**src/rtl/fb_pkg.sv**
```systemverilog
// Shared frame-buffer definitions for the rectangle fill engine: geometry,
// port widths, FSM state encoding and small address/command helpers.
package fb_pkg;

  localparam int FB_W     = 160;
  localparam int FB_H     = 120;
  localparam int FB_DEPTH = 19200;
  localparam int ADDR_W   = 15;
  localparam int COLOR_W  = 6;

  typedef enum logic {
    IDLE = 1'b0,
    FILL = 1'b1
  } fill_state_e;

  // y*160 built from shifts so no multiplier is inferred.
  function automatic logic [ADDR_W-1:0] fb_row_base(input logic [6:0] y);
    logic [ADDR_W-1:0] y_ext;
    y_ext = {8'b0, y};
    return (y_ext << 7) + (y_ext << 5);
  endfunction

  function automatic logic fb_degenerate(input logic [7:0] x, input logic [6:0] y,
                                         input logic [7:0] w, input logic [6:0] h,
                                         input int fw, input int fh);
    return (w == 8'd0) || (h == 7'd0) || (int'(x) >= fw) || (int'(y) >= fh);
  endfunction

endpackage

```
**src/rtl/fb_addr_stepper.sv**
```systemverilog
// Column/row walker for a clipped rectangle. On load it works directly from the
// incoming command so the first pixel can be issued in the accept cycle.
module fb_addr_stepper #(
  parameter int FB_W = 160,
  parameter int FB_H = 120
) (
  input  logic        clk,
  input  logic        rst,
  input  logic        load,
  input  logic        step,
  input  logic [7:0]  cmd_x,
  input  logic [6:0]  cmd_y,
  input  logic [7:0]  cmd_w,
  input  logic [6:0]  cmd_h,
  output logic [14:0] addr,
  output logic        last
);
  import fb_pkg::*;

  localparam logic [8:0]  XLIM   = 9'(FB_W);
  localparam logic [8:0]  YLIM   = 9'(FB_H);
  localparam logic [14:0] ROW_PX = 15'(FB_W);

  logic [7:0]  xs_q, col_q;
  logic [8:0]  xe_q, ye_q;
  logic [6:0]  row_q;
  logic [14:0] base_q;

  logic [7:0]  xs_s, col_s, col_n;
  logic [8:0]  xe_s, ye_s, x_sum, y_sum;
  logic [6:0]  row_s, row_n;
  logic [14:0] base_s, base_n;
  logic        wrap;

  always_comb begin
    x_sum = {1'b0, cmd_x} + {1'b0, cmd_w};
    y_sum = {2'b0, cmd_y} + {2'b0, cmd_h};
    if (load) begin
      xs_s   = cmd_x;
      col_s  = cmd_x;
      row_s  = cmd_y;
      base_s = fb_row_base(cmd_y);
      xe_s   = (x_sum > XLIM) ? XLIM : x_sum;
      ye_s   = (y_sum > YLIM) ? YLIM : y_sum;
    end else begin
      xs_s   = xs_q;
      col_s  = col_q;
      row_s  = row_q;
      base_s = base_q;
      xe_s   = xe_q;
      ye_s   = ye_q;
    end
    wrap   = (({1'b0, col_s} + 9'd1) == xe_s);
    last   = wrap && (({2'b0, row_s} + 9'd1) == ye_s);
    col_n  = wrap ? xs_s : col_s + 8'd1;
    row_n  = wrap ? row_s + 7'd1 : row_s;
    base_n = wrap ? base_s + ROW_PX : base_s;
    addr   = base_s + {7'b0, col_s};
  end

  always_ff @(posedge clk or negedge rst) begin
    if (!rst) begin
      xs_q   <= '0;
      xe_q   <= '0;
      ye_q   <= '0;
      col_q  <= '0;
      row_q  <= '0;
      base_q <= '0;
    end else begin
      if (load) begin
        xs_q <= xs_s;
        xe_q <= xe_s;
        ye_q <= ye_s;
      end
      // A stalled load still captures the origin so the pending pixel is kept.
      if (load || step) begin
        col_q  <= step ? col_n  : col_s;
        row_q  <= step ? row_n  : row_s;
        base_q <= step ? base_n : base_s;
      end
    end
  end

endmodule

```
**src/rtl/fb_rect_filler.sv**
```systemverilog
// Solid-colour rectangle fill engine driving the VGA frame-buffer write port.
// Define FB_FILL_BLANK_ONLY_EN to restrict writes to cycles where blank=1.
module fb_rect_filler #(
  parameter int FB_W = 160,
  parameter int FB_H = 120
) (
  input  logic        clk,
  input  logic        rst,
  input  logic        blank,
  input  logic        cmd_valid,
  output logic        cmd_ready,
  input  logic [7:0]  cmd_x,
  input  logic [6:0]  cmd_y,
  input  logic [7:0]  cmd_w,
  input  logic [6:0]  cmd_h,
  input  logic [5:0]  cmd_color,
  output logic        write_enable,
  output logic [5:0]  din,
  output logic [14:0] din_address,
  output logic        busy,
  output logic        done
);
  import fb_pkg::*;

  fill_state_e   state_q, state_n;
  logic          tail_q, tail_n;
  logic          done_n, we_n;
  logic [5:0]    din_n;
  logic [14:0]   addr_n;
  logic          accept, degen, load, step, allowed;
  logic [14:0]   stp_addr;
  logic          stp_last;

`ifdef FB_FILL_BLANK_ONLY_EN
  assign allowed = blank;
`else
  logic unused_blank;
  assign unused_blank = blank;
  assign allowed      = 1'b1;
`endif

  assign cmd_ready = (state_q == IDLE);
  assign busy      = (state_q == FILL);
  assign accept    = cmd_valid && cmd_ready;
  assign degen     = fb_degenerate(cmd_x, cmd_y, cmd_w, cmd_h, FB_W, FB_H);
  assign load      = accept && !degen;
  // tail_q marks the cycle showing the final strobe; nothing more is issued.
  assign step      = allowed && (load || ((state_q == FILL) && !tail_q));

  fb_addr_stepper #(
    .FB_W (FB_W),
    .FB_H (FB_H)
  ) u_stepper (
    .clk   (clk),
    .rst   (rst),
    .load  (load),
    .step  (step),
    .cmd_x (cmd_x),
    .cmd_y (cmd_y),
    .cmd_w (cmd_w),
    .cmd_h (cmd_h),
    .addr  (stp_addr),
    .last  (stp_last)
  );

  always_comb begin
    state_n = state_q;
    tail_n  = tail_q;
    done_n  = 1'b0;
    we_n    = step;
    din_n   = din;
    addr_n  = step ? stp_addr : din_address;
    case (state_q)
      IDLE: begin
        if (accept) begin
          done_n = degen;
          if (!degen) begin
            state_n = FILL;
            din_n   = cmd_color;
            tail_n  = step && stp_last;
          end
        end
      end
      FILL: begin
        if (tail_q) begin
          state_n = IDLE;
          tail_n  = 1'b0;
          done_n  = 1'b1;
        end else if (step && stp_last) begin
          tail_n = 1'b1;
        end
      end
      default: state_n = IDLE;
    endcase
  end

  always_ff @(posedge clk or negedge rst) begin
    if (!rst) begin
      state_q      <= IDLE;
      tail_q       <= 1'b0;
      done         <= 1'b0;
      write_enable <= 1'b0;
      din          <= '0;
      din_address  <= '0;
    end else begin
      state_q      <= state_n;
      tail_q       <= tail_n;
      done         <= done_n;
      write_enable <= we_n;
      din          <= din_n;
      din_address  <= addr_n;
    end
  end

endmodule

```
**config.mk**
```make
export PLATFORM = sky130hd
export DESIGN_NAME = fb_rect_filler
export DESIGN_NICKNAME = d
export VERILOG_FILES = /design/src/rtl/fb_pkg.sv /design/src/rtl/fb_addr_stepper.sv /design/src/rtl/fb_rect_filler.sv
export SDC_FILE = /design/constraint.sdc
export NUM_CORES = 1
export LEC_CHECK = 0
export CAP_MARGIN = 20
export CORE_MARGIN = 5
export CORE_UTILIZATION = 58
export DETAILED_ROUTE_END_ITERATION = 7
export PLACE_DENSITY = 0.81
export REMOVE_ABC_BUFFERS = 1
export SETUP_SLACK_MARGIN = 0.15
export SYNTH_ARGS = -nofsm -noshare
export SYNTH_HDL_FRONTEND = slang
export SYNTH_HIERARCHICAL = 1
export SYNTH_SLANG_ARGS = --single-unit
```
**constraint.sdc**
```tcl
create_clock -name clk -period 6.8 [get_ports clk]
set_input_delay 0.68 -clock clk [delete_from_list [all_inputs] [get_ports clk]]
set_output_delay 0.68 -clock clk [all_outputs]
set_load 0.02 [all_outputs]
```
# == Word level (Yosys, flattened, before mapping) ==
# Index checks and enable logic that the tools add are counted.
# op_classes
addsub,9
order_cmp,4
eq_ne,4
mux,26
bitwise,2
n_reduce_logical,16
# ops
operator,count
$mux 15,3
$mux 9,4
$mux 8,4
$mux 7,3
$eq 9x9->1,2
$add 14x12->15,1
$add 15x8->15,1
$add 15x8->15 const B,1
$add 8x1->9 const B,1
$add 8x8->9,1
$gt 9x7->1 const B,1
$gt 9x8->1 const B,1
$mux 1,9
$add 7x1->8 const B,1
$add 7x7->8,1
$add 8x1->8 const B,1
$ge 8x8->1 const B,1
$logic_not 8->1,1
$add 7x1->7 const B,1
$ge 7x7->1 const B,1
$logic_not 7->1,1
$pmux 1 s2,3
$logic_and 1x1->1,5
$logic_or 1x1->1,5
6 further kinds,8
# totals
regBits,81
in_bits,40
out_inout_bits,25
wordCells,73

# == Longest topological paths before layout ==
# Gate-level depths: netlist of run 1.
# logic_depth
word_depth,14
mapped_depth,29
mapped_depth_nobuf,21

# == By module ==
# The synthesis of run 1 kept the hierarchy.
# modules_own_cells
module,instances,cells_each,area_per_inst_um2,seq_area_each_um2
fb_addr_stepper,1,550,4938.5,1401.3
fb_rect_filler,1,143,1397.6,625.6

# == Worst setup path before layout of run 1 ==
# Ideal clock, no wire load.
# synth_path
kind,input -> register
startpoint,in cmd_x[6]
endpoint,reg tail_q
setup_time_ns,0.065
t_arrival_ns,6.160
t_required_ns,6.735
slack_ns,0.575
path_stages,27
path_buffers,11
cell_sequence,o21a_1 > a41oi_2 > and4_1 > buf_2 > buf_2 > buf_2 > buf_2 > buf_2 > buf_2 > clkbuf_1 > buf_1 > o21ai_0 > ha_1 > buf_2 > xnor2_1 > xnor2_1 > o31a_1 > o221ai_1 > o311ai_0 > nor4_2 > and3_4 > buf_12 > buf_12 > nor4b_2 > nor2_1 > a21oi_1 > o211a_1
# synth_between
elab_chain_cells,13
elab_cells_between_ends,26
classes_between,add/sub: 3; order compare: 2; eq/ne: 3; mux: 10; reduce/logical: 8
# synth_rtl
element,line,source
from (decl),fb_rect_filler.sv:12,"input logic [7:0] cmd_x,"
$ge 8x8->1 (*),fb_pkg.sv:26,return (w == 8'd0) || (h == 7'd0) || (int'(x) >= fw) || (int'(y) >= fh);
$logic_or 1x1->1 (*) (2 in a row),fb_pkg.sv:26,
$logic_not 1->1 (*),-,
$logic_and 1x1->1 (*),fb_rect_filler.sv:46,assign load = accept && !degen;
net load,fb_rect_filler.sv:30,"logic accept, degen, load, step, allowed;"
$mux 8 or $mux 7 (tied branches),fb_addr_stepper.sv:38,if (load) begin
$add 8x1->9 or $add 7x1->8 (tied branches),"fb_addr_stepper.sv:53, fb_addr_stepper.sv:54",
$eq 9x9->1 (on tied branches),"fb_addr_stepper.sv:53, fb_addr_stepper.sv:54",
$logic_and 1x1->1 (*),fb_addr_stepper.sv:54,"last = wrap && (({2'b0, row_s} + 9'd1) == ye_s);"
net stp_last,fb_rect_filler.sv:32,logic stp_last;
$logic_and 1x1->1 (*),"fb_rect_filler.sv:80, fb_rect_filler.sv:89",
$mux 1 (on tied branches),"fb_rect_filler.sv:89, fb_rect_filler.sv:77",
$mux 1 (on tied branches),"fb_rect_filler.sv:85, fb_rect_filler.sv:75",
$pmux 1 s2 (*),fb_rect_filler.sv:73,case (state_q)
to (signal assigned),fb_rect_filler.sv:107,tail_q <= tail_n;
to (decl),fb_rect_filler.sv:26,"logic tail_q, tail_n;"
# Mark *: on every way through the listed nets, which the timed path passes. The rest lies on a longest branch. The select of a mux whose other input is x is not followed.
# A chain may end at the register's enable or synchronous reset.

# == Final worst setup path of run 1 ==
# layout_path
startpoint,in cmd_x[6]
endpoint,reg tail_q
# layout_between
elab_chain_cells,13
elab_cells_between_ends,26
classes_between,add/sub: 3; order compare: 2; eq/ne: 3; mux: 10; reduce/logical: 8
# layout_rtl
element,line
$ge 8x8->1,fb_pkg.sv:26
$logic_or 1x1->1 (2 in a row),fb_pkg.sv:26
$logic_not 1->1,-
$logic_and 1x1->1,fb_rect_filler.sv:46
$mux 8 or $mux 7 (tied branches),fb_addr_stepper.sv:38
$add 8x1->9 or $add 7x1->8 (tied branches),"fb_addr_stepper.sv:53, fb_addr_stepper.sv:54"
$eq 9x9->1 (on tied branches),"fb_addr_stepper.sv:53, fb_addr_stepper.sv:54"
$logic_and 1x1->1 (*),fb_addr_stepper.sv:54
net stp_last,fb_rect_filler.sv:32
$logic_and 1x1->1 (*),"fb_rect_filler.sv:80, fb_rect_filler.sv:89"
$mux 1 (on tied branches),"fb_rect_filler.sv:89, fb_rect_filler.sv:77"
$mux 1 (on tied branches),"fb_rect_filler.sv:85, fb_rect_filler.sv:75"
$pmux 1 s2 (*),fb_rect_filler.sv:73
# Marked as above.

==> results of run 1 <==
==> critical path, cell delays in order <==
cell and delay [ns]:
clkdlybuf4s50_1 0.54, o21a_1 0.28, a41oi_2 0.22, and4_4 0.44
nand2_1 0.16, o21ai_0 0.10, buf_4 0.15, ha_1 0.31
nand2_1 0.10, o22ai_1 0.44, xor2_1 0.35, nand3_1 0.15
o221ai_1 0.12, o311ai_0 0.21, nor4_2 0.56, and3_4 0.46
nor4b_2 0.41, nor2_1 0.08, a21oi_1 0.14, o211a_1 0.15
==> worst min path at each step <==
stage                                       to                             from  depth (start not counted)
2_1_floorplan                   busy$_DFF_PN0_                              rst                          0
3_3_place_gp   u_stepper/base_q[3]$_DFFE_PN0P_  u_stepper/base_q[3]$_DFFE_PN0P_                          1
3_5_place_dp   u_stepper/base_q[4]$_DFFE_PN0P_  u_stepper/base_q[4]$_DFFE_PN0P_                          1
4_1_cts        u_stepper/base_q[4]$_DFFE_PN0P_  u_stepper/base_q[4]$_DFFE_PN0P_                          1
5_1_grt                     din[5]$_DFFE_PN0P_                              rst                          1
6_report                    din[5]$_DFFE_PN0P_                              rst                          1
==> cell usage in the layout, fill, tap and decap left out, types with 5 or more instances in the layout <==
cell	count
a21o_1	13
a21oi_1	46
a32oi_1	17
buf_4	9
clkbuf_8	10
clkdlybuf4s50_1	62
dfrtp_1	81
ha_1	31
inv_1	35
mux2_2	11
mux2i_1	14
nand2_1	54
nand2b_1	10
nand3_1	11
nand3b_1	18
nor2_1	43
nor2b_1	25
nor3_1	13
o21a_1	5
o21ai_0	34
o21ai_1	12
o22ai_1	7
o2bb2ai_1	6
or2_2	5
xnor2_1	41
xor2_1	24
==> layout make-up <==
cell class	instances	area, um^2	share of cell area, %
inverter	36	135.1	1.844
sequential	81	2027	27.65
multi-input combinational	541	3981	54.32
clock inverter	6	137.6	1.878
timing repair buffer	73	735.7	10.04
tap	140	175.2	2.390
clock buffer	10	137.6	1.878
==> metal layers <==
layer,part of all wire [%],routed length [um]
met3,5.2,818
met5,0,0
met2,50,7906
met4,1.6,257
met1,43,6717
==> through the flow <==
stage	TNS [ns]	std cells	setup slack, ns	area [um^2]
2_1_floorplan	-7.787	658	-0.7596	6141
4_1_cts	0	886	1.127	7302
5_1_grt	0	887	0.7485	7330
6_report	0	887	1.044	7330
3_3_place_gp	0	870	1.014	7027
3_5_place_dp	0	870	0.7604	7027
==> cell families after synthesis <==
group           after synthesis
xor+xnor                     65
fa+ha+maj                    35
buf+inv                      71
simple gates                214
flops                        81
mux                          30
compound gates              197
==> registers in the layout, indices dropped and copies added, names as in the netlist <==
name,count
u_stepper/col_q,8
u_stepper/ye_q,9
u_stepper/xe_q,9
u_stepper/xs_q,8
din,6
busy,1
u_stepper/row_q,7
din_address,15
u_stepper/base_q,15
tail_q,1
write_enable,1
done,1
==> report_power, final <==
group,switching (mW),internal [mW]
clock network,0.185,0.293
logic,0.806,0.623
registers,0.0950,0.656
==> results.cfg, run 1 <==
[power_and_ir_drop]
irDropWorstVdd_uv = 214.2
cellPowerDensity_nw_per_um2 = 362.7
p_leak_nw = 3.071
finalPower_mw = 2.659

[layout]
final_util_pct = 67.91
nNetsFinal = 817
antenna_cells = 0
layout-drive-gt1-share_pct = 10.04
nFillCells = 857
area_growth_pct = 15.68

[logic_synthesis]
synth_top_family_by_area = compound AO/OA/AOI/OAI gates
synth.most_common_cell = dfrtp_1
synth_compound_area_share_pct = 22.43
syn-cell-area_um2 = 6336
synth_edf_count = 0
synth_xor_area_share_pct = 8.985
syn_avg_cell_area_um2 = 9.143
yosysUniqueCellTypes = 86
ys_ff_latch = 81
synth_top_area_cell = dfrtp_1
netlist_top_cells_count = dfrtp_1, nand2_1, a21oi_1
yosysSeqAreaShare_pct = 31.99
synthAdderAreaFrac_pct = 7.385
synth_top_area_share_pct = 31.99
synth.mux.area_fraction_pct = 5.352
async_reset_ff_share_pct = 100.0
synth_ff_type = dfrtp_1
synth_warnings = 6
ys_top_cells_by_area = dfrtp_1, ha_1, xnor2_1
synthCells = 693
synth-simple-area-share_pct = 18.64

[setup_path]
r2r_start = busy$_DFF_PN0_
worstPathMaxFanout = 22
setup.worst_path.end = tail_q$_DFFE_PN0P_
startpoint_type = input pin
cp.required_ns = 7.11
crit_arrival_ns = 6.07
r2r_cells = 18
end_kind = flop
worstSetupPathType = in -> reg
ff2ff_setup_slack_ns = 1.58
startpoint = cmd_x[6]
rr_endpoint = tail_q$_DFFE_PN0P_

[drt]
drc_errors = 0
vias = 5503
drt-total-wl_mm = 15.70
routedWlPerCell_um = 17.70
drt-initial-drc-count = 364
drtAntennaViolNets = 0
dr.pass1.iters = 5
viasPerCell = 6.204

[placed_design]
place_congestion = 0.8511
hpwlAfterDp_mm = 11.15
port_buffers = 63

[floorplanning]
dieArea_um2 = 13110
start_util_pct = 58.71
die_h_um = 114.5
io_pins = 65
row_count = 38
die_width_um = 114.5
core_um2 = 10790

[grt]
grt_pass1_wl_mm = 25.70
use_met2_pct = 40.94
busiest_layer = met2
grt_max_degree = 101
grt_pass1_vias = 5452
antenna_found_initial = 0
grtUsageMet3_pct = 3.330
grt_overflow = 0
gr-usage-all-layers_pct = 23.98
grt_util_met1_pct = 31.05

[clocking]
clkLatencyLatePin_ns = 0.36
cts.path.max_buffers = 2
cts.sinks = 81
cts.clk_slew.worst_paths_ns = 0.09
cts_setup_buffers = 0
h-tree-depth = 3
holdBufCountCts = 0
cts_tree = yes
cts_resized = 0
cts_root_buf = clkbuf_8
cts_buffers = 9

[sta]
max-slew-margin-rel_pct = 36.70
hold_slack_ns = 0.1351
skew_ns = 0.01214
finalSetupViolCount = 0
worst_slew_pin_slew_ns = 0.9460
fin_crit_sh_pct = 84.64
fin_crit_ns = 5.756
rsz0062_at_grt = no
drv_slew = 0
maxClockFrequency_mhz = 173.7
hold_violations = 0

[min_path]
timing.hold.worst.class = in -> async

[run]
cap_viol_max_count = 0

[run_status]
status = completed
Note: power is estimated with default switching activity, not from simulation.
==> inputs of run 2 (changes only) <==
CORE_UTILIZATION = 53   (was 58)
PLACE_DENSITY = 0.78   (was 0.81)
clock period = 5.2 ns   (was 6.8 ns; I/O delays follow)
==> results.cfg, run 2 (synthesis gave the netlist of run 1 again) <==
[drt]
drt-total-wl_mm = 16.12
drtAntennaViolNets = 0
drt-initial-drc-count = 353
drc_errors = 0
routedWlPerCell_um = 17.62
dr.pass1.iters = 6
vias = 5509
viasPerCell = 6.021

[run_status]
status = completed

[sta]
rsz0062_at_grt = no
maxClockFrequency_mhz = 208.5
drv_slew = 0
finalSetupViolCount = 0
skew_ns = 0.01021
worst_slew_pin_slew_ns = 0.9689
fin_crit_sh_pct = 92.25
tns_ns = 0
hold_slack_ns = 0.05027
layout_setup_ws_ns = 0.4029
max-slew-margin-rel_pct = 35.17
fin_crit_ns = 4.797
hold_violations = 0

[setup_path]
path_buf_inv = 2
end_kind = flop
worst-path-stages = 18
worstPathMaxFanout = 17
r2r_cells = 16
cp.required_ns = 5.46
crit_arrival_ns = 5.05
crit_chain = clkdlybuf4s50_1 -> o21a_1 -> a41oi_2 -> and4_4 -> nand2_1 -> o21ai_1 -> ha_2 -> nand2_1 -> o22ai_1 -> xor2_1 -> o22ai_1 -> a21oi_1 -> mux2i_1 -> o41ai_4 -> buf_4 -> nand4_4 -> nor3_1 -> xnor2_1
worstSetupPathType = in -> reg
critPathTopFamily = compound AO/OA/AOI/OAI gates
cp_slowest_cell = o41ai_4
startpoint_type = input pin
slowest_delay_ns = 0.43

[placed_design]
place_congestion = 0.9128
port_buffers = 63
post-place-ws_ns = -0.05053
placed_area_um2 = 7156
hpwlAfterDp_mm = 11.80
place_inst = 893

[floorplanning]
dieArea_um2 = 14240
start_util_pct = 53.42
io_pins = 65
core_um2 = 11860
row_count = 40
die_h_um = 119.3
die_width_um = 119.3

[grt]
gr-usage-all-layers_pct = 22.50
grt_overflow = 0
grt_pass1_wl_mm = 26.68
grt_pass1_vias = 5598
grt_max_degree = 82
antenna_found_initial = 0

[layout]
final_cells = 915
nNetsFinal = 838
design_area_um2 = 7553
nFillCells = 993
antenna_cells = 0
final_cell_mix = dfrtp_1, clkdlybuf4s50_1, nand2_1
area_growth_pct = 19.21
regArea_um2 = 2027
layout_commonest_cell = dfrtp_1
multi_input_area_um2 = 3994
final_util_pct = 63.68
layout-drive-gt1-share_pct = 12.89
reg_top3 = din_address (15), u_stepper/base_q (15)

[power_and_ir_drop]
cellPowerDensity_nw_per_um2 = 473.9
p_leak_nw = 3.194
irDropWorstVdd_uv = 199.5
finalPower_mw = 3.580

[clocking]
cts.clk_slew.worst_paths_ns = 0.07
cts.sinks = 81
clkLatencyLatePin_ns = 0.34
cts_tree = yes
cts_root_buf = clkbuf_16
h-tree-depth = 3
cts.path.max_buffers = 2
cts_buffers = 9
holdBufCountCts = 0

[run]
cap_viol_max_count = 0

[min_path]
timing.hold.worst.class = in -> async
==> run 2: cell count changes in the layout (fill, tap and decap cells not counted), sizes merged <==
cell,change
bufinv,-2
buf,+21
clkinv,+3
inv,-1
clkinvlp,+1
clkbuf,-1
==> run 2: worst paths after layout <==
check | start | to | slack, ns
worst max-delay path | cmd_x[6] | u_stepper/base_q[10]$_DFFE_PN0P_ | 0.40
worst min-delay path | rst | u_stepper/col_q[6]$_DFFE_PN0P_ | 0.05
worst max register to register | busy$_DFF_PN0_ | u_stepper/base_q[10]$_DFFE_PN0P_ | 0.73
worst min register to register | u_stepper/base_q[3]$_DFFE_PN0P_ | u_stepper/base_q[3]$_DFFE_PN0P_ | 0.50
max in group asynchronous | rst | din_address[12]$_DFFE_PN0P_ | 4.56
min in group clk | u_stepper/base_q[3]$_DFFE_PN0P_ | u_stepper/base_q[3]$_DFFE_PN0P_ | 0.50
==> run 2: what timing repair did <==
action,in CTS,in global routing
setup buffers,0,5
gates resized for setup,0,5
setup endpoints to repair,0,23
==> run 2: worst register-to-register path: stages (launching register included) <==
cell	delay, ns
dfrtp_1	0.58
nor2b_1	0.26
and4_4	0.35
nand2_1	0.14
o21ai_1	0.23
ha_2	0.34
nand2_1	0.07
o22ai_1	0.23
xor2_1	0.33
o22ai_1	0.13
a21oi_1	0.14
mux2i_1	0.12
o41ai_4	0.43
buf_4	0.21
nand4_4	0.30
nor3_1	0.37
xnor2_1	0.16
==> run 2: where the power goes <==
group / switching, mW / total (mW) / internal [mW] / leakage, nW
combinational: 1.07 / 1.91 / 0.837 / 2.02
clock: 0.262 / 0.682 / 0.420 / 0.155
sequential: 0.131 / 0.991 / 0.860 / 1.02
==> run 2: cell type report <==
| class | count | area share [%] |
|---|---|---|
| Multi-Input combinational cell | 541 | 52.87 |
| Sequential cell | 81 | 26.83 |
| Timing Repair Buffer | 94 | 11.83 |
| Clock buffer | 9 | 2.982 |
| Tap cell | 147 | 2.435 |
| Inverter | 36 | 1.789 |
| Clock inverter | 7 | 1.259 |
==> run 2: metal layers <==
metal | GRT usage (%) | vias to the layer above | part of all wire (%)
met2 | 38.96 | 158 | 51
met3 | 3.039 | 36 | 4.2
met5 | 0 | - | 0
met1 | 28.59 | 2668 | 43
li1 | - | 2647 | -
met4 | 8.375 | 0 | 2.4
==> inputs of run 3 (changes only) <==
PLACE_DENSITY = 0.89   (was 0.78)
==> results.cfg, run 3 (synthesis gave the netlist of run 1 again) <==
[floorplanning]
start_util_pct = 53.42
io_pins = 65
core_um2 = 11860
die_width_um = 119.3
dieArea_um2 = 14240
row_count = 40
die_h_um = 119.3

[clocking]
cts_tree = yes
cts.clk_slew.worst_paths_ns = 0.06
cts.path.max_buffers = 2
cts.sinks = 81
h-tree-depth = 3
clkLatencyLatePin_ns = 0.35
cts_root_buf = clkbuf_16
cts_buffers = 9

[sta]
fin_crit_ns = 4.778
finalSetupViolCount = 0
maxClockFrequency_mhz = 209.3
fin_crit_sh_pct = 91.89
skew_ns = 0.006704
hold_violations = 0
worst_slew_pin_slew_ns = 0.9803
drv_slew = 0
rsz0062_at_grt = no
max-slew-margin-rel_pct = 34.40

[layout]
multi_input_area_um2 = 3998
final_cell_mix = dfrtp_1, clkdlybuf4s50_1, nand2_1
design_area_um2 = 7621
antenna_cells = 0
reg_top3 = din_address (15), u_stepper/base_q (15)
layout-drive-gt1-share_pct = 12.57
nNetsFinal = 834
regArea_um2 = 2027
layout_commonest_cell = dfrtp_1
nFillCells = 925
final_cells = 911
area_growth_pct = 20.28

[setup_path]
end_kind = flop
cp.required_ns = 5.47
worstSetupPathType = in -> reg
worstPathMaxFanout = 17
startpoint_type = input pin
crit_arrival_ns = 5.05

[grt]
grt_pass1_wl_mm = 25.97
grt_overflow = 0
antenna_found_initial = 0
grt_pass1_vias = 5358
gr-usage-all-layers_pct = 22.09
grt_max_degree = 82

[drt]
routedWlPerCell_um = 17.67
drt-total-wl_mm = 16.09
drt-initial-drc-count = 504
viasPerCell = 6.194
dr.pass1.iters = 5
drtAntennaViolNets = 0
vias = 5643
drc_errors = 0

[power_and_ir_drop]
irDropWorstVdd_uv = 242.5
cellPowerDensity_nw_per_um2 = 499.4
finalPower_mw = 3.806
p_leak_nw = 3.218

[placed_design]
place_congestion = 0.9056
place_inst = 894
placed_area_um2 = 7163
hpwlAfterDp_mm = 10.99
port_buffers = 63

[min_path]
timing.hold.worst.class = in -> async

[run]
cap_viol_max_count = 0

[run_status]
status = completed
-- run 3: changes by cell type in the layout (fill, tap and decap cells not counted), moves of 2 or more --
cell	before	now
clkinv_4	2	0
buf_4	30	26
clkinv_2	2	0
bufinv_16	2	6
-- run 3: area by class of cell --
type                    instances  share of cell area (%)
multi-input cells             541                   52.45
flip-flops and latches         81                   26.60
repair buffers                 90                   11.33
clock buffers                   9                   2.955
clock inverters                 7                   2.479
well taps                     147                   2.413
inverters                      36                   1.773
-- run 3: path summary, 6_finish.rpt --
path                                                 start  slack [ns]  depth (start not counted)                                to
max                                               cmd_w[5]        0.42                         19  u_stepper/base_q[13]$_DFFE_PN0P_
max in group asynchronous                              rst        4.50                          2        din_address[4]$_DFFE_PN0P_
max reg2reg                                 busy$_DFF_PN0_        0.70                         20       din_address[11]$_DFFE_PN0P_
min                                                    rst        0.10                          1        din_address[7]$_DFFE_PN0P_
min reg2reg                u_stepper/base_q[0]$_DFFE_PN0P_        0.50                          1   u_stepper/base_q[0]$_DFFE_PN0P_
min in group clk           u_stepper/base_q[0]$_DFFE_PN0P_        0.50                          1   u_stepper/base_q[0]$_DFFE_PN0P_
-- run 3: stage by stage --
stage	setup WS, ns	hold WS, ns	utilization (%)	TNS, ns
global route	0.1691	0.1301	64.25	0
finish	0.4218	0.1044	64.25	0
CTS	0.4558	0.4091	63.88	0
global placement	0.2460	0.4750	60.39	0
floorplan	-2.200	0.2244	-	-62.72
detailed placement	0.1461	0.4850	60.39	0
-- run 3: worst max-delay path: stages --
cell and delay [ns]:
clkdlybuf4s50_1 0.46, nor4_4 0.44, nand2_2 0.14, and4_4 0.27, nand2b_1 0.23, nand2_1 0.15, ha_2 0.29, nand2_1 0.07
o22ai_1 0.26, buf_4 0.20, nand4_1 0.12, xnor2_1 0.17, a21oi_1 0.11, o311ai_0 0.21, nor4_2 0.33, buf_4 0.20
nand4_4 0.31, nor3_1 0.38, xor2_1 0.17
-- run 3: timing repair --
item,in CTS,in global routing
resized for setup,0,5
buffers inserted,0,0
hold endpoints to repair,0,0
endpoints found under the setup margin,0,10
hold buffers,0,0
-- run 3: per-layer routing --
layer / track usage [%] / wire, um / up-vias
li1: - / - / 2651
met1: 29.61 / 6832 / 2706
met2: 35.82 / 7765 / 245
met3: 2.991 / 1024 / 41
met4: 9.520 / 470 / 0
met5: 0 / 0 / -
-- run 3: report_power, final --
group | internal (mW) | leakage, nW | switching [mW]
registers | 0.860 | 1.02 | 0.133
logic | 0.838 | 2.00 | 1.09
clock network | 0.617 | 0.200 | 0.267
total | 2.32 | 3.22 | 1.49
